[src/rtl/cr_iu_vec_pkg.sv]
// Shared definitions for the interrupt vector-fetch unit: FSM state encodings
// and vector-table entry geometry.
package cr_iu_vec_pkg;

    localparam int VEC_ENTRY_BYTES = 4;
    localparam int VEC_ENTRY_SHIFT = $clog2(VEC_ENTRY_BYTES);

    typedef enum logic [3:0] {
        ST_RESET      = 4'd0,
        ST_IDLE       = 4'd1,
        ST_NV_WAIT    = 4'd2,
        ST_NV_IDLE    = 4'd3,
        ST_BUF        = 4'd4,
        ST_WAIT_IDLE  = 4'd5,
        ST_WAIT_GRANT = 4'd6,
        ST_WAIT_DATA  = 4'd7,
        ST_VEC_ERR    = 4'd8
    } vec_state_e;

endpackage

[src/rtl/cr_iu_vec_retry_cnt.sv]
// Table-fetch retry counter, plus the WAIT_DATA response timeout when
// CR_IU_VEC_TIMEOUT_EN is defined.
module cr_iu_vec_retry_cnt #(
    parameter int MAX_RETRY = 2,
    parameter int TMO_CYC   = 64
) (
    input  logic       misc_clk,
    input  logic       cpurst_b,
    input  logic       cnt_clr,
    input  logic       cnt_inc,
`ifdef CR_IU_VEC_TIMEOUT_EN
    input  logic       in_wait_data,
    input  logic       wait_entry,
    output logic       tmo_hit,
`endif
    output logic [2:0] retry_cnt,
    output logic       at_limit
);

    localparam logic [2:0] MAX_R = 3'(MAX_RETRY);

    logic [2:0] retry_q;
    logic [2:0] retry_d;

    always_comb begin
        retry_d = retry_q;
        if (cnt_clr) begin
            retry_d = 3'd0;
        end else if (cnt_inc && (retry_q < MAX_R)) begin
            retry_d = retry_q + 3'd1;
        end
    end

    always_ff @(posedge misc_clk or negedge cpurst_b) begin
        if (!cpurst_b) begin
            retry_q <= 3'd0;
        end else begin
            retry_q <= retry_d;
        end
    end

    assign retry_cnt = retry_q;
    assign at_limit  = (retry_q >= MAX_R);

`ifdef CR_IU_VEC_TIMEOUT_EN
    // Counts cycles spent in WAIT_DATA; the last count of the window fires.
    localparam logic [7:0] TMO_LAST = 8'(TMO_CYC - 1);

    logic [7:0] tmo_q;
    logic [7:0] tmo_d;

    always_comb begin
        tmo_d = tmo_q;
        if (wait_entry) begin
            tmo_d = 8'd0;
        end else if (in_wait_data && (tmo_q != TMO_LAST)) begin
            tmo_d = tmo_q + 8'd1;
        end
    end

    always_ff @(posedge misc_clk or negedge cpurst_b) begin
        if (!cpurst_b) begin
            tmo_q <= 8'd0;
        end else begin
            tmo_q <= tmo_d;
        end
    end

    assign tmo_hit = in_wait_data && (tmo_q == TMO_LAST);
`endif

endmodule

[src/rtl/cr_iu_vec_fetch.sv]
// Interrupt vector fetch: reads the handler address from the vector table on
// the instruction bus. Optional response timeout: CR_IU_VEC_TIMEOUT_EN.
module cr_iu_vec_fetch
    import cr_iu_vec_pkg::*;
#(
    parameter int ADDR_W    = 32,
    parameter int IDX_W     = 12,
    parameter int MAX_RETRY = 2,
    parameter int TMO_CYC   = 64
) (
    input  logic              misc_clk,
    input  logic              cpurst_b,
    input  logic              clk_en,
    input  logic              expt_vld,
    input  logic              expt_hv,
    input  logic [IDX_W-1:0]  expt_id,
    input  logic [ADDR_W-1:0] vbr,
    input  logic [ADDR_W-1:0] err_vbr,
    input  logic              ldst_wait,
    input  logic              expt_taken,
    input  logic              ibus_idle,
    input  logic              ibus_grnt,
    input  logic              ibus_data_vld,
    input  logic              ibus_acc_err,
    input  logic [ADDR_W-1:0] ibus_rdata,
    output logic              ibus_req,
    output logic [ADDR_W-1:0] ibus_addr,
    output logic              chgflw_vld,
    output logic [ADDR_W-1:0] enter_addr,
    output logic              buf_vbr,
    output logic              stall,
    output logic              fetch_mask,
    output logic              reset_vld,
    output logic              vec_err,
    output logic              vec_succeed,
    output logic [2:0]        retry_cnt
);

    if (ADDR_W < 16 || ADDR_W > 32 || MAX_RETRY < 0 || MAX_RETRY > 7 ||
        TMO_CYC < 2 || TMO_CYC > 255) begin : g_param_range
        $error("cr_iu_vec_fetch: parameter out of range");
    end

    vec_state_e        state_q;
    vec_state_e        state_d;
    logic [IDX_W-1:0]  id_q;
    logic [IDX_W-1:0]  id_d;
    logic              fetch_start;
    logic              data_pulse;
    logic              err_evt;
    logic              retry_evt;
    logic              at_limit;
    logic              tmo_hit;
    logic              unused_lsb;

    assign unused_lsb = ^{vbr[0], err_vbr[0], ibus_rdata[0]};

    assign fetch_start = (state_q == ST_IDLE) && expt_vld && expt_hv;
    assign data_pulse  = (state_q == ST_WAIT_DATA) && ibus_data_vld;
    assign err_evt     = (state_q == ST_WAIT_DATA) && !ibus_data_vld && (ibus_acc_err || tmo_hit);
    assign retry_evt   = err_evt && !at_limit;

    always_comb begin
        state_d = state_q;
        id_d    = fetch_start ? expt_id : id_q;
        case (state_q)
            ST_RESET:      if (clk_en) state_d = ST_IDLE;
            ST_IDLE:       if (expt_vld) state_d = expt_hv ? ST_BUF : ST_NV_WAIT;
            ST_NV_WAIT:    if (!ldst_wait) state_d = ST_NV_IDLE;
            ST_NV_IDLE:    if (expt_taken) state_d = ST_IDLE;
            ST_BUF:        if (!ldst_wait) state_d = ST_WAIT_IDLE;
            ST_WAIT_IDLE:  if (ibus_idle) state_d = ibus_grnt ? ST_WAIT_DATA : ST_WAIT_GRANT;
            ST_WAIT_GRANT: if (ibus_grnt) state_d = ST_WAIT_DATA;
            ST_WAIT_DATA: begin
                // Returned data wins over an error flagged in the same cycle.
                if (ibus_data_vld) begin
                    state_d = ST_IDLE;
                end else if (err_evt) begin
                    state_d = at_limit ? ST_VEC_ERR : ST_WAIT_IDLE;
                end
            end
            ST_VEC_ERR:    state_d = ST_IDLE;
            default:       state_d = ST_RESET;
        endcase
    end

    always_ff @(posedge misc_clk or negedge cpurst_b) begin
        if (!cpurst_b) begin
            state_q <= ST_RESET;
            id_q    <= '0;
        end else begin
            state_q <= state_d;
            id_q    <= id_d;
        end
    end

`ifdef CR_IU_VEC_TIMEOUT_EN
    logic wait_entry;
    assign wait_entry = (state_d == ST_WAIT_DATA) && (state_q != ST_WAIT_DATA);
`else
    assign tmo_hit = 1'b0;
`endif

    cr_iu_vec_retry_cnt #(
        .MAX_RETRY (MAX_RETRY),
        .TMO_CYC   (TMO_CYC)
    ) u_retry_cnt (
        .misc_clk     (misc_clk),
        .cpurst_b     (cpurst_b),
        .cnt_clr      (fetch_start),
        .cnt_inc      (retry_evt),
`ifdef CR_IU_VEC_TIMEOUT_EN
        .in_wait_data (state_q == ST_WAIT_DATA),
        .wait_entry   (wait_entry),
        .tmo_hit      (tmo_hit),
`endif
        .retry_cnt    (retry_cnt),
        .at_limit     (at_limit)
    );

    // Bus handshake: ibus_req stays high until ibus_grnt is seen, with
    // ibus_addr stable; the response then arrives as ibus_data_vld or ibus_acc_err.
    assign ibus_req  = ((state_q == ST_WAIT_IDLE) && ibus_idle) || (state_q == ST_WAIT_GRANT);
    assign ibus_addr = {vbr[ADDR_W-1:2], 2'b00} + (ADDR_W'(id_q) << VEC_ENTRY_SHIFT);

    assign chgflw_vld = data_pulse || (state_q == ST_VEC_ERR) ||
                        ((state_q == ST_NV_IDLE) && expt_taken);

    always_comb begin
        enter_addr = {vbr[ADDR_W-1:1], 1'b0};
        if (data_pulse) begin
            enter_addr = {ibus_rdata[ADDR_W-1:1], 1'b0};
        end else if (state_q == ST_VEC_ERR) begin
            enter_addr = {err_vbr[ADDR_W-1:1], 1'b0};
        end
    end

    assign buf_vbr     = ((state_q == ST_BUF) && !ldst_wait) ||
                         ((state_q == ST_NV_IDLE) && expt_taken) ||
                         (state_q == ST_VEC_ERR);
    assign stall       = (state_q != ST_IDLE);
    assign fetch_mask  = (state_q != ST_IDLE);
    assign reset_vld   = (state_q == ST_RESET);
    assign vec_err     = (state_q == ST_VEC_ERR);
    assign vec_succeed = data_pulse;

endmodule

[config.mk]
export PLATFORM = sky130hd
export DESIGN_NAME = cr_iu_vec_fetch
export DESIGN_NICKNAME = d
export VERILOG_FILES = /design/src/rtl/cr_iu_vec_pkg.sv /design/src/rtl/cr_iu_vec_retry_cnt.sv /design/src/rtl/cr_iu_vec_fetch.sv
export SDC_FILE = /design/constraint.sdc
export NUM_CORES = 1
export LEC_CHECK = 0
export BUFFER_PORTS_ARGS = -buffer_cell sky130_fd_sc_hd__buf_2
export CORE_ASPECT_RATIO = 1.75
export CORE_MARGIN = 5
export CORE_UTILIZATION = 45
export CTS_CLUSTER_SIZE = 24
export DETAILED_ROUTE_END_ITERATION = 8
export GPL_TIMING_DRIVEN = 0
export HOLD_SLACK_MARGIN = 0.06
export PLACE_DENSITY = 0.9
export SLEW_MARGIN = 20
export SYNTH_ARGS = -nofsm -noshare
export SYNTH_HDL_FRONTEND = slang
export SYNTH_HIERARCHICAL = 1
export SYNTH_SLANG_ARGS = --single-unit
[constraint.sdc]
create_clock -name misc_clk -period 3.9 [get_ports misc_clk]
set_clock_uncertainty 0.2 [all_clocks]
set_input_delay 0.195 -clock misc_clk [delete_from_list [all_inputs] [get_ports misc_clk]]
set_output_delay 0.195 -clock misc_clk [all_outputs]
set_load 0.005 [all_outputs]
**Word level (Yosys, flattened, before mapping)**

Cells that the tools add are included.

- Bits in registers: 19
- Output and inout port bits: 75

- Add/sub/neg operators: 2
- $lt $le $gt $ge: 2
- Reduce and logical (&&, ||, !) cells: 21
- Muxes and demuxes: 17
- Equal/unequal tests: 17

Operators with widths:

| kind | count |
|---|---|
| two-way mux 32 bit | 2 |
| two-way mux 4 bit | 10 |
| case mux 4 bit (9 select lines) | 1 |
| adder 32 x 14 -> 32 bit | 1 |
| equality test 4 x 3 -> 1 bit (second input constant) | 4 |
| != test 2 bit (second input constant) | 7 |
| logical AND 1 bit | 10 |
| two-way mux 3 bit | 3 |
| equality test 4 x 2 -> 1 bit (second input constant) | 2 |
| AND reduction 8 bit | 1 |
| logical OR 1 bit | 5 |
| equality test 4 x 1 -> 1 bit (second input constant) | 1 |
| equality test 4 bit (second input constant) | 1 |
| logical NOT 4 bit | 1 |
| != test 4 x 1 -> 1 bit (second input constant) | 1 |
| adder 3 x 1 -> 3 bit (second input constant) | 1 |
| greater-or-equal comparator 3 x 2 -> 1 bit (second input constant) | 1 |
| logical NOT 1 bit | 3 |
| < comparator 3 x 2 -> 1 bit (second input constant) | 1 |
| != test 3 bit (second input constant) | 1 |
| nonzero test 2 bit | 1 |
| two-way mux 1 bit | 1 |

**Logic depth before layout (Yosys ltp)**

- Word-level depth: 7
- Mapped depth: 10

**Cells and area by module**

The synthesis kept the hierarchy.

Modules (own cells, without submodules):

| module | cells an instance | times used | sequential area each (µm²) | area an instance (µm²) |
|---|---|---|---|---|
| cr_iu_vec_fetch | 323 | 1 | 400.4 | 2477.4 |
| cr_iu_vec_retry_cnt | 15 | 1 | 75.1 | 161.4 |

**Worst setup path after synthesis**

Ideal clock, no wire load.

- Path type: register to output
- Start point: register id_q[0]
- End point: output ibus_addr[24]
- Path buffers: 1
- Data required time: 3.505 ns
- Setup slack: 1.533 ns
- Data arrival time: 1.972 ns
- Stages on the path, launching flop included: 11
- Cell sequence: dfrtp_1 -> ha_1 -> inv_1 -> fa_1 -> nor2b_1 -> o31a_1 -> o31ai_1 -> a31o_1 -> buf_4 -> nor3_2 -> xor2_1

- Cells in the longest elaborated chain, start to end: 1

Ends and longest elaborated chain:

| what | RTL line | source |
|---|---|---|
| from (decl) | cr_iu_vec_fetch.sv:46 | `logic [IDX_W-1:0] id_q;` |
| from (signal assigned) | cr_iu_vec_fetch.sv:93 | `id_q <= id_d;` |
| adder 32 x 14 -> 32 bit | cr_iu_vec_fetch.sv:124 | `assign ibus_addr = {vbr[ADDR_W-1:2], 2'b00} + (ADDR_W'(id_q) << VEC_ENTRY_SHIFT);` |
| to (decl) | cr_iu_vec_fetch.sv:27 | `output logic [ADDR_W-1:0] ibus_addr,` |

Every way passes these cells.

**Final worst setup path**

Ends and elaborated chain as after synthesis.

==> results <==
- The total routing usage reported by global routing is 24.3%.
- The capture instance of the worst register-to-register path is id_q[5]$_DFFE_PN0P_.
- Clock tree synthesis inserted a total of 3 buffers.
- In this design, the stage delay of the slowest critical-path cell is 0.40 ns.
- The tool flagged a number of max-cap violations equal to 0.
- Port buffering added 187 buffers.
- Setup violations remaining at the end of the flow were counted as 0.
- Once the floorplan was initialized, standard cells occupied a little under half of the core.
- The iteration-0 DRC count of the detailed router is 121.
- After detailed routing, the total wire length is 9820 µm.
- The path with the worst hold slack has its endpoint at state_q[1]$_DFFE_PN0P_.
- The worst-case IR drop observed on VDD is 0.424 mV.
- Counting flops and latches in the post-synthesis netlist gives 19.
- The share of async-settable or async-resettable flops after synthesis is 100%.
- The most common flop cell mapped by yosys is sky130_fd_sc_hd__dfrtp_1.
- The number of placement rows is 37.
- The post-cts sizing count is 0.
- In this run the tightest slew margin relative to its limit is 61.7%.
- The worst-case register-to-register setup slack is 1.54 ns.
- The region available for standard cell placement spans 5790 µm².
- The number of buffers inserted by post-CTS setup repair is 0.
- The die is approximately 110 µm tall.
- For the worst-skew pair, the clock arrives at the later sink with an insertion delay of 0.25 ns.
- The final critical path takes up between 70% and 80% of the cycle.
- The leakage power figure is slightly below 2 nW.
- The power per standard cell area is 496 nW/µm².
- The final critical delay including setup and external delays is a little under 3 ns.
- The part of the Yosys area used for sequential elements is 18.0%.
- The count of warnings emitted by yosys is 6.
- The global routing stage identified its most utilized layer as met2.
- In this run the cell area of the synthesized design comes to 2640 µm².
- The run finished with clean final reports.
- The final estimated routing congestion in global placement is 0.842.
- On the critical path, the stage with the largest delay is an instance of sky130_fd_sc_hd__fa_1.
- The remaining antenna violation count is 0.
- The post-placement cell area is roughly 3700 µm².
- Global routing used 23.6% of the available met1 tracks.
- The final routed wire length divided by cell count is 15.8 µm.
- The fraction of final layout cells with drive strength greater than 1 is approximately 41%.
- In this run the clock root is driven by a sky130_fd_sc_hd__clkbuf_8.
- The total number of H-tree levels is 1.
- The area of the die is 7560 µm².
- The met3 track demand over resource is roughly 3.7%.
- The startpoint identified for the worst register-to-register timing path is state_q[0]$_DFFE_PN0P_.
- The worst hold path passes through 4 cells.
- The start point of the critical path is id_q[0]$_DFFE_PN0P_.
- The signed area change from the synthesized netlist to the final layout is 46.5%.
- For the worst flop-to-flop path, the logic depth is 5.
- The total overflow left after global routing is 0.
- The maximum clock rate is 339 MHz.
- At the pin with the least slew margin, the transition time is 0.573 ns.
- The finished cells cover between 3000 and 4000 µm².
- The tightest min-delay check is of the in -> reg type.
- The number of global-route vias before repair is 3219.
- Setup repair after global routing left no endpoint under its margin.
- 0 antenna diodes ended up in the layout.
- The sort of element at the end of the critical path is an output port.
- The iteration count of the initial detailed-routing pass is 5.
- Walking the worst path, the cells encountered are ha_1 -> inv_1 -> fa_1 -> nor2b_1 -> o31a_1 -> o31ai_1 -> a31o_1 -> buf_4 -> nor3_2 -> xor2_1 -> buf_2.
- At the end of the flow, the number of nets in the layout was 679.
- The detailed-route DRC error count is 0.
- The clock edge transition at the registers on the reported setup and hold paths is 0.07 ns.
- The die width is approximately 68 µm.
- The number of distinct standard cells referenced by the synthesized netlist is 52.
- The critical path startpoint category is a flip-flop.
- The initial antenna violation count is 0.
- The worst hold path begins at expt_hv.
- Along the worst path, the maximum fanout reaches 9.
- The count of flip-flops with a built-in enable after synthesis is 0.
- The number of clock sinks is 19.
- The first global-routing pass estimated 14500 µm of wire.
- The number of failing hold endpoints at the final stage was 0.
- In this run the count of I/O pins placed on the die edge is approximately 190.
- The TritonCTS clock tree is built.
- The critical setup path kind is reg -> out.
- The clock passes through at most 2 buffers.
- The number of pins with negative max-slew slack in the final report was 0.
- The post-DP HPWL is about 8000 µm.
- Synthesis produced a netlist whose cell count is 338.
- Setup total negative slack on the finished layout was measured at 0 ns.
- Data arrives at the worst endpoint at roughly 2.6 ns.
- The worst path required time is 3.50 ns.
- Dividing the synthesized area by the synthesized cell count gives 7.81 µm².
- The met2 usage is 48.5%.
- Dividing the detail-routed via count by the number of cells gives approximately 5.3.
- The largest net degree at the start of global routing is 20.
- The total number of vias is around 3300.
[metal layers]
metal  routed length (µm)  part of all wire [%]  vias to the layer above
li1                     -                     -                     1620
met1                 3340                    34                     1515
met2                 5490                    56                      165
met3                  811                   8.3                       16
met4                  183                   1.9                        0
met5                    0                     0                        -
[through the flow]
stage          hold WS, ns  std cells  worst slack, ns  power (mW)  util [%]
2_1_floorplan       -0.301        340             1.53        1.24         -
3_3_place_gp       -0.0374        605             1.25        1.71      63.6
3_5_place_dp       -0.0316        605             1.21        1.76      63.6
4_1_cts              0.193        623            0.926        1.92      66.8
5_1_grt              0.215        623            0.780        2.09      66.8
6_report             0.193        623            0.953        1.92      66.8
[layout by cell type, fill, tap and decap left out, types with 5 or more instances in the layout]
cell                            Yosys  routed
sky130_fd_sc_hd__a21oi_1           50      50
sky130_fd_sc_hd__ha_1              13      13
sky130_fd_sc_hd__nor2_1            46      46
sky130_fd_sc_hd__nand3_1            7       7
sky130_fd_sc_hd__xnor2_1           16      16
sky130_fd_sc_hd__mux2i_1           35      35
sky130_fd_sc_hd__dfrtp_1           19      19
sky130_fd_sc_hd__and3_1             8       8
sky130_fd_sc_hd__mux2_2            10      10
sky130_fd_sc_hd__nand2_1           19      19
sky130_fd_sc_hd__dlygate4sd3_1      0      14
sky130_fd_sc_hd__inv_1             12      12
sky130_fd_sc_hd__xor2_1            11      11
sky130_fd_sc_hd__o21ai_0            5       5
sky130_fd_sc_hd__nand4_1            5       5
sky130_fd_sc_hd__nand2b_1           5       5
sky130_fd_sc_hd__o21ai_1            5       5
sky130_fd_sc_hd__buf_2              3     190
sky130_fd_sc_hd__buf_4             11      11
sky130_fd_sc_hd__a21o_1             5       5
sky130_fd_sc_hd__clkbuf_1           8       9
[cells in the mapped netlist (2+ instances only)]
cell type                   count  share of area, %
sky130_fd_sc_hd__o21ai_0        5              0.95
sky130_fd_sc_hd__a31oi_1        2              0.47
sky130_fd_sc_hd__o21a_1         2              0.57
sky130_fd_sc_hd__buf_4         11               3.1
sky130_fd_sc_hd__mux2i_1       35                13
sky130_fd_sc_hd__and3_1         8               1.9
sky130_fd_sc_hd__xor2_1        11               3.7
sky130_fd_sc_hd__inv_1         12               1.7
sky130_fd_sc_hd__nor3_2         3               1.1
sky130_fd_sc_hd__nor4_1         2              0.47
sky130_fd_sc_hd__xnor2_1       16               5.3
sky130_fd_sc_hd__buf_2          3              0.57
sky130_fd_sc_hd__a21o_1         5               1.4
sky130_fd_sc_hd__nand3b_1       3              0.85
sky130_fd_sc_hd__nor2b_1        2              0.47
sky130_fd_sc_hd__nor2_1        46               6.5
sky130_fd_sc_hd__a2111oi_2      2               1.1
sky130_fd_sc_hd__a21oi_1       50               9.5
sky130_fd_sc_hd__dfrtp_1       19                18
sky130_fd_sc_hd__o21ai_1        5              0.95
sky130_fd_sc_hd__nand2b_1       5               1.2
sky130_fd_sc_hd__a21oi_2        2              0.66
sky130_fd_sc_hd__nor3_1         3              0.57
sky130_fd_sc_hd__clkbuf_1       8               1.1
sky130_fd_sc_hd__mux2_2        10               4.3
sky130_fd_sc_hd__nand2_1       19               2.7
sky130_fd_sc_hd__ha_1          13               6.2
sky130_fd_sc_hd__nand4_1        5               1.2
sky130_fd_sc_hd__nand3_1        7               1.3
sky130_fd_sc_hd__mux2_1         2              0.85
[state kept, by name, summed over array words and instances (netlist names)]
name,flops
id_q,12
state_q,4
u_retry_cnt/retry_cnt,3
[cells by family after synthesis]
group	synth area share, %
compound gates	18.9
buf+inv	6.69
simple gates	21.4
xor+xnor	8.96
mux	19.0
flops	18.0
other cells	0.142
fa+ha+maj	6.92
[how the worst max path moves through the flow]
stage,to,slack [ns]
floorplan,ibus_addr[24],1.53
global placement,ibus_addr[24],1.25
detailed placement,ibus_addr[28],1.21
CTS,ibus_addr[28],0.93
global route,ibus_addr[28],0.78
finish,ibus_addr[24],0.95
[worst max-delay path, delay by kind of cell (launching register included)]
kind | cells | cell delay [ns]
AOI/OAI and AO/OA | 3 | 0.52
adders and majority gates | 2 | 0.56
DFF | 1 | 0.34
buffers and inverters | 3 | 0.37
xor gates and xnor gates | 1 | 0.16
and+or+nand+nor | 2 | 0.34
[where the power goes]
part / switching [mW] / internal, mW
combinational: 0.769 / 0.666
sequential: 0.0543 / 0.289
clock: 0.0656 / 0.0727
[area by class of cell]
type | count | area, µm²
repair buffers | 201 | 1080
well taps | 78 | 97.6
plain buffers | 22 | 128
clock buffers | 4 | 45.0
inverters | 13 | 48.8
multi-input cells | 286 | 1990
fillers | 488 | 1920
flip-flops and latches | 19 | 475
[what timing repair did]
action                                 4_1_cts  5_1_grt
setup endpoints to repair                    0        0
hold buffers                                14        0
endpoints found under the hold margin       32        0
Note: power is estimated with default switching activity, not from simulation.
